## config.mk

```make
export PLATFORM = sky130hd
export DESIGN_NAME = exp_taylor_ctrl
export DESIGN_NICKNAME = d
export VERILOG_FILES = /design/src/rtl/exp_pkg.sv /design/src/rtl/exp_taylor_ctrl.sv
export SDC_FILE = /design/constraint.sdc
export NUM_CORES = 1
export LEC_CHECK = 0
export CAP_MARGIN = 20
export CORE_MARGIN = 3
export CORE_UTILIZATION = 45
export DETAILED_ROUTE_END_ITERATION = 8
export PLACE_DENSITY_LB_ADDON = 0.05
export SLEW_MARGIN = 40
export SYNTH_ARGS = -nofsm -noshare
export SYNTH_HDL_FRONTEND = slang
export SYNTH_SLANG_ARGS = --single-unit
```

## constraint.sdc

```tcl
create_clock -name clk -period 20.6 [get_ports clk]
set_input_delay 6.18 -clock clk [delete_from_list [all_inputs] [get_ports clk]]
set_output_delay 6.18 -clock clk [all_outputs]
set_load 0.005 [all_outputs]
```

## src/rtl/exp_pkg.sv

```systemverilog
// Shared definitions for the Taylor-series e^x controller.
//   state_t : controller states
//   ONE     : 1.0 in the Q2.16 accumulator format
//   XW/YW/AW: operand, result and ROM address widths
package exp_pkg;

  localparam int XW = 16;
  localparam int YW = 18;
  localparam int AW = 4;

  localparam logic [YW-1:0] ONE = 18'h10000;

  typedef enum logic [2:0] {
    IDLE = 3'd0,
    REQ  = 3'd1,
    MUL  = 3'd2,
    ACC  = 3'd3,
    DONE = 3'd4
  } state_t;

endpackage

```

## src/rtl/exp_taylor_ctrl.sv

```systemverilog
// Sequential e^x evaluator using the Horner form of the Taylor series:
//   acc = 1 + x * (1/k) * acc, for k = TERMS down to 1.
// Reciprocals come from an external 16-entry ROM (entry k-1 = 1/k in Q0.16,
// entry 0 = 0xFFFF standing in for 1.0) with a one-cycle registered read.
//
// Ports:
//   clk, rst   rising-edge clock, asynchronous active-high reset
//   start      request, sampled only in IDLE
//   x          operand, unsigned Q0.16, captured when start is accepted
//   busy       high while a term is being evaluated (REQ, MUL, ACC)
//   done       one-cycle pulse; y is valid from that cycle onward
//   y          result, unsigned Q2.16, held until the next accepted start
//   rom_en     ROM read enable
//   rom_addr   ROM address (k-1 during REQ, 0 otherwise)
//   rom_dout   ROM data, valid the cycle after rom_en is sampled
//
// Handshake: start is a level request that is only looked at in IDLE; the
// block answers with exactly one done pulse per accepted start. Requests
// while busy or in DONE are dropped, so the earliest next start is sampled
// 3*TERMS+2 cycles after the previous one.
module exp_taylor_ctrl
  import exp_pkg::*;
#(
  parameter int TERMS = 8
) (
  input  logic          clk,
  input  logic          rst,
  input  logic          start,
  input  logic [XW-1:0] x,
  output logic          busy,
  output logic          done,
  output logic [YW-1:0] y,
  output logic          rom_en,
  output logic [AW-1:0] rom_addr,
  input  logic [XW-1:0] rom_dout
);

  if (TERMS < 1 || TERMS > 16) begin : g_bad_terms
    $error("exp_taylor_ctrl: TERMS must be in 1..16");
  end

  localparam logic [4:0] K_INIT = 5'(TERMS);

  state_t        state;
  logic [4:0]    k;
  logic [XW-1:0] x_r;
  logic [XW-1:0] t;
  logic [YW-1:0] acc;

  // One multiplier serves both steps: MUL forms x*(1/k), ACC forms t*acc.
  // They never coincide, so the operands are simply muxed on state.
  logic [XW-1:0] mul_a;
  logic [YW-1:0] mul_b;
  logic [33:0]   prod;
  logic [YW-1:0] prod_hi;
  logic [YW-1:0] acc_next;

  always_comb begin
    mul_a = (state == MUL) ? x_r : t;
    mul_b = (state == MUL) ? {2'b00, rom_dout} : acc;
    prod  = 34'(mul_a) * 34'(mul_b);
    // Truncating shift: bits [33:16] of the product.
    prod_hi  = 18'(prod >> 16);
    // Cannot wrap for x < 1 because e < 4.
    acc_next = ONE + prod_hi;
  end

  // ROM request is decoded directly from state so the address is presented
  // in the REQ cycle and the data arrives exactly in MUL.
  always_comb begin
    rom_en   = 1'b0;
    rom_addr = '0;
    if (state == REQ) begin
      rom_en   = 1'b1;
      rom_addr = 4'(k - 5'd1);
    end
  end

  assign busy = (state == REQ) || (state == MUL) || (state == ACC);

  always_ff @(posedge clk or posedge rst) begin
    if (rst) begin
      state <= IDLE;
      k     <= '0;
      x_r   <= '0;
      t     <= '0;
      acc   <= '0;
      y     <= '0;
      done  <= 1'b0;
    end else begin
      done <= 1'b0;
      case (state)
        IDLE: begin
          if (start) begin
            x_r   <= x;
            acc   <= ONE;
            k     <= K_INIT;
            state <= REQ;
          end
        end
        REQ: begin
          state <= MUL;
        end
        MUL: begin
          t     <= prod_hi[XW-1:0];
          state <= ACC;
        end
        ACC: begin
          acc <= acc_next;
          k   <= k - 5'd1;
          if (k == 5'd1) begin
            // y and done land together on entry to DONE.
            y     <= acc_next;
            done  <= 1'b1;
            state <= DONE;
          end else begin
            state <= REQ;
          end
        end
        DONE: begin
          state <= IDLE;
        end
        default: begin
          state <= IDLE;
        end
      endcase
    end
  end

endmodule

```

# Word-level counts from Yosys, hierarchy flattened
# Index checks and enable logic that the tools add are counted.
[classes] addsub=2 multipliers=1 eq_ne=5 muxes=13 reduce_logical=7
[ops] op="$mux 18" n=2
[ops] op="$pmux 18 s2" n=1
[ops] op="$mul 16x18->34" n=1
[ops] op="$add 17x18->18 const A" n=1
[ops] op="$mux 16" n=1
[ops] op="$pmux 3 s4" n=1
[ops] op="$pmux 5 s2" n=1
[ops] op="$eq 3x2->1 const B" n=2
[ops] op="$mux 3" n=2
[ops] op="$reduce_and 2->1" n=3
[ops] op="$eq 5x1->1 const B" n=1
[ops] op="$mux 5" n=1
[ops] op="$sub 5x1->5 const B" n=1
[ops] op="$mux 4" n=1
[ops] op="$eq 3x1->1 const B" n=1
[ops] op="$logic_not 3->1" n=1
[ops] op="$mux 1" n=3
[ops] op="$logic_or 1x1->1" n=2
[ops] op="$ne 2x2->1 const B" n=1
[ops] op="$reduce_bool 2->1" n=1
[totals] regBits=77

# Longest topological paths before layout
# Gate-level depths: netlist of the first run.
[logic_depth] word_depth=5 depth_mapped=29 mapped_depth_nobuf=25

# Worst setup path after synthesis of the first run
# No wires, ideal clock.
[synth_path] path_type="in2reg" from="input rom_dout[5]" to="register y[10]" arrival_ps=11696 required_time_ps=20475 slack_ps=8780 path_stages=21 n_path_buf=0 cell_sequence="mux2i_1 > nor2_1 > fa_1 > inv_1 > fa_1 > inv_1 > fa_1 > fa_1 > fa_1 > inv_1 > fa_1 > inv_1 > ha_1 > a21oi_1 > o21ai_0 > nor3_1 > a211o_1 > o21ai_0 > a21oi_1 > xnor2_1 > mux2_2"
[synth_via] elab_chain_cells=3
[synth_rtl] item="start, declared" line="exp_taylor_ctrl.sv:35" source="input logic [XW-1:0] rom_dout"
[synth_rtl] item="$mux 18" line="exp_taylor_ctrl.sv:60" source="mul_b = (state == MUL) ? {2'b00, rom_dout} : acc;"
[synth_rtl] item="$mul 16x18->34" line="exp_taylor_ctrl.sv:61" source="prod = 34'(mul_a) * 34'(mul_b);"
[synth_rtl] item="$add 17x18->18" line="exp_taylor_ctrl.sv:65" source="acc_next = ONE + prod_hi;"
[synth_rtl] item="end signal, assigned" line="exp_taylor_ctrl.sv:113" source="y <= acc_next;"
[synth_rtl] item="end, declared" line="exp_taylor_ctrl.sv:32" source="output logic [YW-1:0] y,"
# No other way between the ends.
# A chain may end at the register's enable or synchronous reset.

# Worst setup path after layout of the first run
[layout_path] from="input rom_dout[7]" to="register t[7]"
[layout_via] elab_chain_cells=2
[layout_rtl] item="$mux 18" line="exp_taylor_ctrl.sv:60"
[layout_rtl] item="$mul 16x18->34" line="exp_taylor_ctrl.sv:61"
[layout_rtl] item="end signal, assigned" line="exp_taylor_ctrl.sv:105" source="t <= prod_hi[XW-1:0];"
[layout_rtl] item="end, declared" line="exp_taylor_ctrl.sv:47" source="logic [XW-1:0] t;"
# No other way between the ends.

==> out/summary.txt, run 1 <==
RUN STATUS
------------------------------------------------------------------------------------------------------
Outcome                                                                                   finished, final reports clean

LOGIC SYNTHESIS
------------------------------------------------------------------------------------------------------
Sequential cell area fraction in the yosys report                                                0.155
Synth warnings                                                                                       0
Post-Synthesis Cells                                                                              1410
Flip-flop and latch count after synthesis                                                           77
Netlist Area Pre-Place                                                                       12400 um2
Ys flop type                                                                                   dfrtp_1
Syn Nets                                                                                          1771
Mean instance size in the synthesized netlist                                                 8.81 um2
Post-synth EDFFs                                                                                     0
Distinct cells, synth                                                                               53
Async set-reset flop share out of synthesis                                                       1.00

FLOORPLANNING
------------------------------------------------------------------------------------------------------
I/O Pins                                                                                            60
Die area                                                                                     29600 um2
Core box area                                                                                27000 um2
Vertical extent of the die                                                                      172 um
Width of the chip                                                                               172 um
Effective utilization at floorplan                                                               0.460
# rows                                                                                              60

DETAILED ROUTING
------------------------------------------------------------------------------------------------------
Number of vias in the routed layout                                                               9615
Final routed wire length divided by cell count                                                 20.6 um
Via count normalized by instance count                                                            5.37
Number of nets with antenna violations after routing                                                 0
Number of DRC violations after detailed routing                                                      0
Initial detailed-routing violation count                                                           627
Detailed-routing iteration count for the pre-antenna-repair pass                                     5
Final wirelength                                                                              37000 um

SETUP PATH
------------------------------------------------------------------------------------------------------
Critical Path Max Stage Delay                                                                  0.57 ns
Slowest library cell on the worst path                                                            fa_1
Required time worst endpoint                                                                  20.78 ns
Worst setup EP type                                                                          flip-flop
Classification of the worst setup path                                                    primary input to flip-flop
Worst path arrival time                                                                       13.07 ns
CP startpoint kind                                                                        primary input
Cell with the most instances on the worst path                                                    fa_1
Largest fanout on the critical path                                                                  8
Cell breakdown of the critical path                                                       clkdlybuf4s50_1 -> nand2_1 -> nand2_1 -> nand2_1 -> fa_1 -> inv_1 -> fa_1 -> inv_1 -> fa_1 -> inv_1 -> fa_1 -> fa_1 -> inv_1 -> fa_1 -> inv_1 -> ha_1 -> a21oi_1 -> o211ai_1 -> a211oi_1 -> a211oi_1 -> a21oi_1 -> o21bai_2 -> xnor2_1 -> o21ai_0

FINISH
------------------------------------------------------------------------------------------------------
Top library cells by usage in the layout, fill and taps aside                             292 x nand2_1, 253 x inv_1, 221 x fa_1
Fillers                                                                                           2649
ANT cells                                                                                            0
Area of all sequential standard cells                                                         1930 um2
Most common cell after layout, fill and taps aside                                             nand2_1
Number of nets in the layout                                                                      1807
Fraction of final layout cells sized beyond drive strength 1                                    0.0482
Multi-input gate area                                                                         9370 um2
Area growth from synthesis to layout                                                             10.4%

TIMING
------------------------------------------------------------------------------------------------------
Final setup skew                                                                            0.00628 ns
Setup repair after global routing missed its margin                                                 no
Final Hold Fails                                                                                     0
Final setup vio count                                                                                0
Period utilization                                                                               0.626
Final Critical Period                                                                         12.89 ns
Maximum clock frequency                                                                     0.0776 GHz
Number of max-slew violations in the final report                                                    0
Post-route worst setup slack                                                                   7.71 ns
Remaining max-slew budget at the tightest pin                                                    0.408
Transition time of the tightest slew-check pin                                                0.864 ns
Total negative slack for setup checks                                                             0 ns

GLOBAL ROUTING
------------------------------------------------------------------------------------------------------
Global-route wire length before repair                                                        58300 um
Pin count of the biggest net entering global routing                                                78
All-Layer GR Usage                                                                               0.263
Overflow after GRT                                                                                   0
Number of global-route vias before repair                                                        10300
Number of antenna violations at the first check in global routing                                    0

PLACEMENT
------------------------------------------------------------------------------------------------------
Placer's final routability congestion estimate                                                   0.952
HPWL after detailed placement                                                                 30400 um
Number of input and output port buffers inserted                                                    59
Post-Place Worst Slack                                                                         7.48 ns

CTS
------------------------------------------------------------------------------------------------------
# Post-CTS Setup Buffers                                                                             0
Clock tree from TritonCTS                                                                         done
Clock transition at the register clock pins on the worst setup and hold paths after CTS        0.06 ns
Clock latency on the worst-skew pair                                                           0.33 ns
CTS buffer count                                                                                     9
Clock tree buffer depth                                                                              2
Number of clock sinks                                                                               77
Post-CTS Resized                                                                                     0
H-tree level count                                                                                   3
CTS Hold Bufs                                                                                        0
CTS root buffer                                                                              clkbuf_16

RUN
------------------------------------------------------------------------------------------------------
Count of maximum capacitance violations                                                              0

WORST HOLD PATH
------------------------------------------------------------------------------------------------------
Hold/Removal Path Class                                                                   flip-flop to flip-flop

-- cell families after synthesis --
kind of cell | share of synthesized area
AND/OR/NAND/NOR | 0.168
XOR/XNOR | 0.0162
buffers and inverters | 0.0926
AO/OA/AOI/OAI | 0.0707
adder cells (fa/ha/maj) | 0.462
multiplexers | 0.0352
flip-flops | 0.155
-- worst max-delay path, delay by kind of cell --
family / cells / cell delay, ns
adder cells (fa/ha/maj): 7 / 3.37
buffers and inverters: 6 / 0.78
AO/OA/AOI/OAI: 7 / 1.64
AND/OR/NAND/NOR: 3 / 0.72
XOR/XNOR: 1 / 0.33
-- state kept, by name, indices dropped and copies added, names as in the netlist --
name / flops
acc: 18
done: 1
k: 5
state: 3
t: 16
x_r: 16
y: 18
-- through the flow --
step / std cells / area, um2 / hold slack, ns / util
finish: 1792 / 13700 / 0.487 / 0.508
global route: 1792 / 13700 / 0.512 / 0.508
CTS: 1792 / 13700 / 0.494 / 0.507
detailed placement: 1776 / 13400 / 0.475 / 0.496
global placement: 1775 / 13400 / 0.469 / 0.495
floorplan: 1410 / 12400 / 0.464 / -
-- worst paths after layout --
check                            start  endpoint  slack, ns  depth (start not counted)
max                        rom_dout[7]      t[7]       7.71                         24
min                               y[4]      y[4]       0.49                          2
max reg2reg                   state[1]      t[7]      12.36                         25
min reg2reg                       y[4]      y[4]       0.49                          2
max in group asynchronous          rst      t[1]      13.77                          3
min in group asynchronous          rst      k[1]       6.35                          3
-- layout make-up --
type                            instances  share of cell area
Clock buffer                           11              0.0170
Clock inverter                          5             0.00611
Inverter                              255              0.0699
Multi-Input combinational cell       1027               0.683
Sequential cell                        77               0.140
Tap cell                              341              0.0311
Timing Repair Buffer                   76              0.0526
-- synth_stat cells, types with 6 or more instances --
cell        n  share of area
nand2_1   292          0.088
inv_1     254          0.077
fa_1      221           0.36
nor2_1    129          0.039
ha_1      105           0.11
dfrtp_1    77           0.16
clkbuf_1   46          0.014
o21ai_0    44          0.018
a21oi_1    29          0.012
mux2_2     22          0.020
mux2i_1    19          0.015
xnor2_1    17          0.012
and3_1     16         0.0081
nand3_1    15         0.0060
a21o_1     14         0.0085
and2_1     13         0.0065
nand4_1    12         0.0060
nor3_1     11         0.0044
a22o_1      8         0.0056
xor2_1      6         0.0042
-- routing by layer --
| layer | vias up | part of all wire | GRT usage |
|---|---|---|---|
| met2 | 287 | 0.49 | 0.451 |
| met1 | 4857 | 0.44 | 0.351 |
| met5 | - | 0 | 0 |
| met3 | 52 | 0.054 | 0.0448 |
| met4 | 0 | 0.024 | 0.0607 |
| li1 | 4419 | - | - |
Power of run 1 is left out: the tool's default activity adds up to more than one toggle a clock period on the data nets, which glitch-free logic cannot reach.
==> run 2: changes to the inputs <==
clock period = 12.6 ns   (was 20.6 ns; I/O delays follow)
==> run 2 against run 1 <==
Compared with the run above:
- first-iteration DRC count decreased by 1.9%
- global-route usage about the same
- flip-flop and latch count unchanged
- sequential share of layout area unchanged
- clock skew increased by 0.00084 ns
- final cell count unchanged
- via count increased by 0.23%
- worst hold slack got worse by 0.0017 ns
- die area unchanged
- register-to-register slack got worse by 8.0 ns
- largest cell class unchanged
==> out/summary.txt, run 2 (synthesis gave the netlist of run 1 again) <==
RUN
------------------------------------------------------------------------------------------------------
Count of maximum capacitance violations                                                              0   unchanged

PLACEMENT
------------------------------------------------------------------------------------------------------
Post-Place Worst Slack                                                                         1.89 ns   -5.59 ns
Number of input and output port buffers inserted                                                    59   unchanged
Post-detailed-placement cell area                                                            13400 um2   unchanged
HPWL after detailed placement                                                                 30500 um   +0.26%
Placer's final routability congestion estimate                                                   0.952   about the same

TIMING
------------------------------------------------------------------------------------------------------
Final Critical Period                                                                         10.42 ns
Remaining max-slew budget at the tightest pin                                                    0.402   -0.00546
Maximum clock frequency                                                                     0.0960 GHz
Setup repair after global routing missed its margin                                                 no
Final Hold Fails                                                                                     0   unchanged
Post-route worst setup slack                                                                   2.18 ns   -5.53 ns
Number of max-slew violations in the final report                                                    0   unchanged
Final setup vio count                                                                                0   unchanged
Period utilization                                                                               0.827
Total negative slack for setup checks                                                             0 ns   unchanged
Final setup skew                                                                            0.00712 ns   +0.000842 ns
Transition time of the tightest slew-check pin                                                0.872 ns   +0.00796 ns

GLOBAL ROUTING
------------------------------------------------------------------------------------------------------
Met1 usage                                                                                       0.351   -0.000402
Overflow after GRT                                                                                   0   unchanged
GRT met2 Usage                                                                                   0.451   +0.000514
Routing layer with the top usage in global route                                                  met2
Met3 Usage GRT                                                                                  0.0407   -0.00412
Global-route wire length before repair                                                        58300 um   about the same
Number of global-route vias before repair                                                        10300   -0.27%
All-Layer GR Usage                                                                               0.263   +0.000415
Pin count of the biggest net entering global routing                                                78   unchanged
Number of antenna violations at the first check in global routing                                    0   unchanged

CTS
------------------------------------------------------------------------------------------------------
Number of clock sinks                                                                               77   unchanged
Clock latency on the worst-skew pair                                                           0.34 ns   about the same
Clock tree buffer depth                                                                              2   unchanged
CTS Hold Bufs                                                                                        0   unchanged
H-tree level count                                                                                   3   unchanged
CTS buffer count                                                                                     9   unchanged
# Post-CTS Setup Buffers                                                                             0   unchanged
Clock tree from TritonCTS                                                                         done
CTS root buffer                                                                              clkbuf_16
Post-CTS Resized                                                                                     0   unchanged
Clock transition at the register clock pins on the worst setup and hold paths after CTS        0.06 ns   about the same

FLOORPLANNING
------------------------------------------------------------------------------------------------------
Core box area                                                                                27000 um2   unchanged
Width of the chip                                                                               172 um   unchanged
I/O Pins                                                                                            60   unchanged
Vertical extent of the die                                                                      172 um   unchanged
Effective utilization at floorplan                                                               0.460   unchanged
Die area                                                                                     29600 um2   unchanged
# rows                                                                                              60   unchanged

SETUP PATH
------------------------------------------------------------------------------------------------------
Count of cells along the worst register-to-register path                                            25   unchanged
Required time worst endpoint                                                                  12.88 ns   -7.90 ns
CP startpoint kind                                                                        primary input
Worst path arrival time                                                                       10.70 ns   -2.37 ns
Setup slack on the worst flop-to-flop path                                                     4.38 ns   -7.98 ns
Largest fanout on the critical path                                                                  6   -2
Classification of the worst setup path                                                    primary input to flip-flop
Launch point of the worst reg-to-reg path                                                     state[1]
Critical R2R Capture                                                                           acc[15]
Source of the critical timing path                                                        rom_dout[13]
Worst setup EP type                                                                          flip-flop

FINISH
------------------------------------------------------------------------------------------------------
Number of nets in the layout                                                                      1807   unchanged
Top library cells by usage in the layout, fill and taps aside                             292 x nand2_1, 253 x inv_1, 221 x fa_1
Fillers                                                                                           2603   -1.7%
Fraction of final layout cells sized beyond drive strength 1                                    0.0483   about the same
Most common cell after layout, fill and taps aside                                             nand2_1
Multi-input gate area                                                                         9370 um2   unchanged
Total non-filler cell area in the finished layout                                            13700 um2   unchanged
Utilization after layout                                                                         0.508   unchanged
Leading registers by flop count                                                           acc: 18 flops, y: 18 flops
Area growth from synthesis to layout                                                             10.4%   unchanged
Area of all sequential standard cells                                                         1930 um2   unchanged

WORST HOLD PATH
------------------------------------------------------------------------------------------------------
Hold/Removal Path Class                                                                   flip-flop to flip-flop
Hold Path Stages                                                                                     2   unchanged
Hold Crit Start                                                                                  y[16]
Endpoint with the worst hold slack                                                               y[16]

DETAILED ROUTING
------------------------------------------------------------------------------------------------------
Via count normalized by instance count                                                            5.38   +0.23%
Number of nets with antenna violations after routing                                                 0   unchanged
Detailed-routing iteration count for the pre-antenna-repair pass                                     4   -1
Number of vias in the routed layout                                                               9637   +0.23%
Final wirelength                                                                              37000 um   about the same
Initial detailed-routing violation count                                                           615   -1.9%
Number of DRC violations after detailed routing                                                      0   unchanged
Final routed wire length divided by cell count                                                 20.6 um   about the same

RUN STATUS
------------------------------------------------------------------------------------------------------
Outcome                                                                                   finished, final reports clean

[run 2: cell types whose count changed in the layout (fill, tap and decap cells not counted), sizes merged]
cell / delta
diode: +1
clkinv: +1
clkbuf: -1
clkinvlp: -1
[run 2: area by class of cell]
class	count	area share
Inverter	255	0.0699
Timing Repair Buffer	76	0.0526
Clock buffer	10	0.0167
Sequential cell	77	0.140
Multi-Input combinational cell	1027	0.683
Clock inverter	5	0.00620
Antenna cell	1	0.000182
Tap cell	341	0.0311
[run 2: per-layer routing]
| metal | vias to the layer above | wire (um) | part of all wire |
|---|---|---|---|
| met5 | - | 0 | 0 |
| met4 | 0 | 1210 | 0.033 |
| met3 | 61 | 2040 | 0.055 |
| met2 | 282 | 17900 | 0.48 |
| met1 | 4877 | 15800 | 0.43 |
| li1 | 4417 | - | - |
[run 2: how the worst max path moves through the flow]
stage and endpoint:
2_1_floorplan y[10], 3_3_place_gp y[10], 3_5_place_dp acc[15], 4_1_cts acc[15], 5_1_grt y[7], 6_report y[10]
[run 2: stage by stage]
step | instances | hold WS [ns]
2_1_floorplan | 1410 | 0.464
3_3_place_gp | 1775 | 0.469
3_5_place_dp | 1776 | 0.475
4_1_cts | 1791 | 0.489
5_1_grt | 1791 | 0.520
6_report | 1792 | 0.485
[run 2: worst max-delay path: stages]
cell             delay [ns]
clkdlybuf4s50_1        0.41
mux2i_1                0.66
nor2_1                 0.17
fa_1                   0.58
inv_1                  0.05
fa_1                   0.48
inv_1                  0.05
fa_1                   0.48
fa_1                   0.50
fa_1                   0.50
inv_1                  0.05
fa_1                   0.51
inv_1                  0.06
ha_1                   0.38
nand2_1                0.10
o21ai_0                0.31
nor3_1                 0.11
a211o_1                0.38
o21ai_0                0.32
a21oi_1                0.13
xnor2_1                0.41
mux2_2                 0.24
Power of run 2 is left out for the same reason.
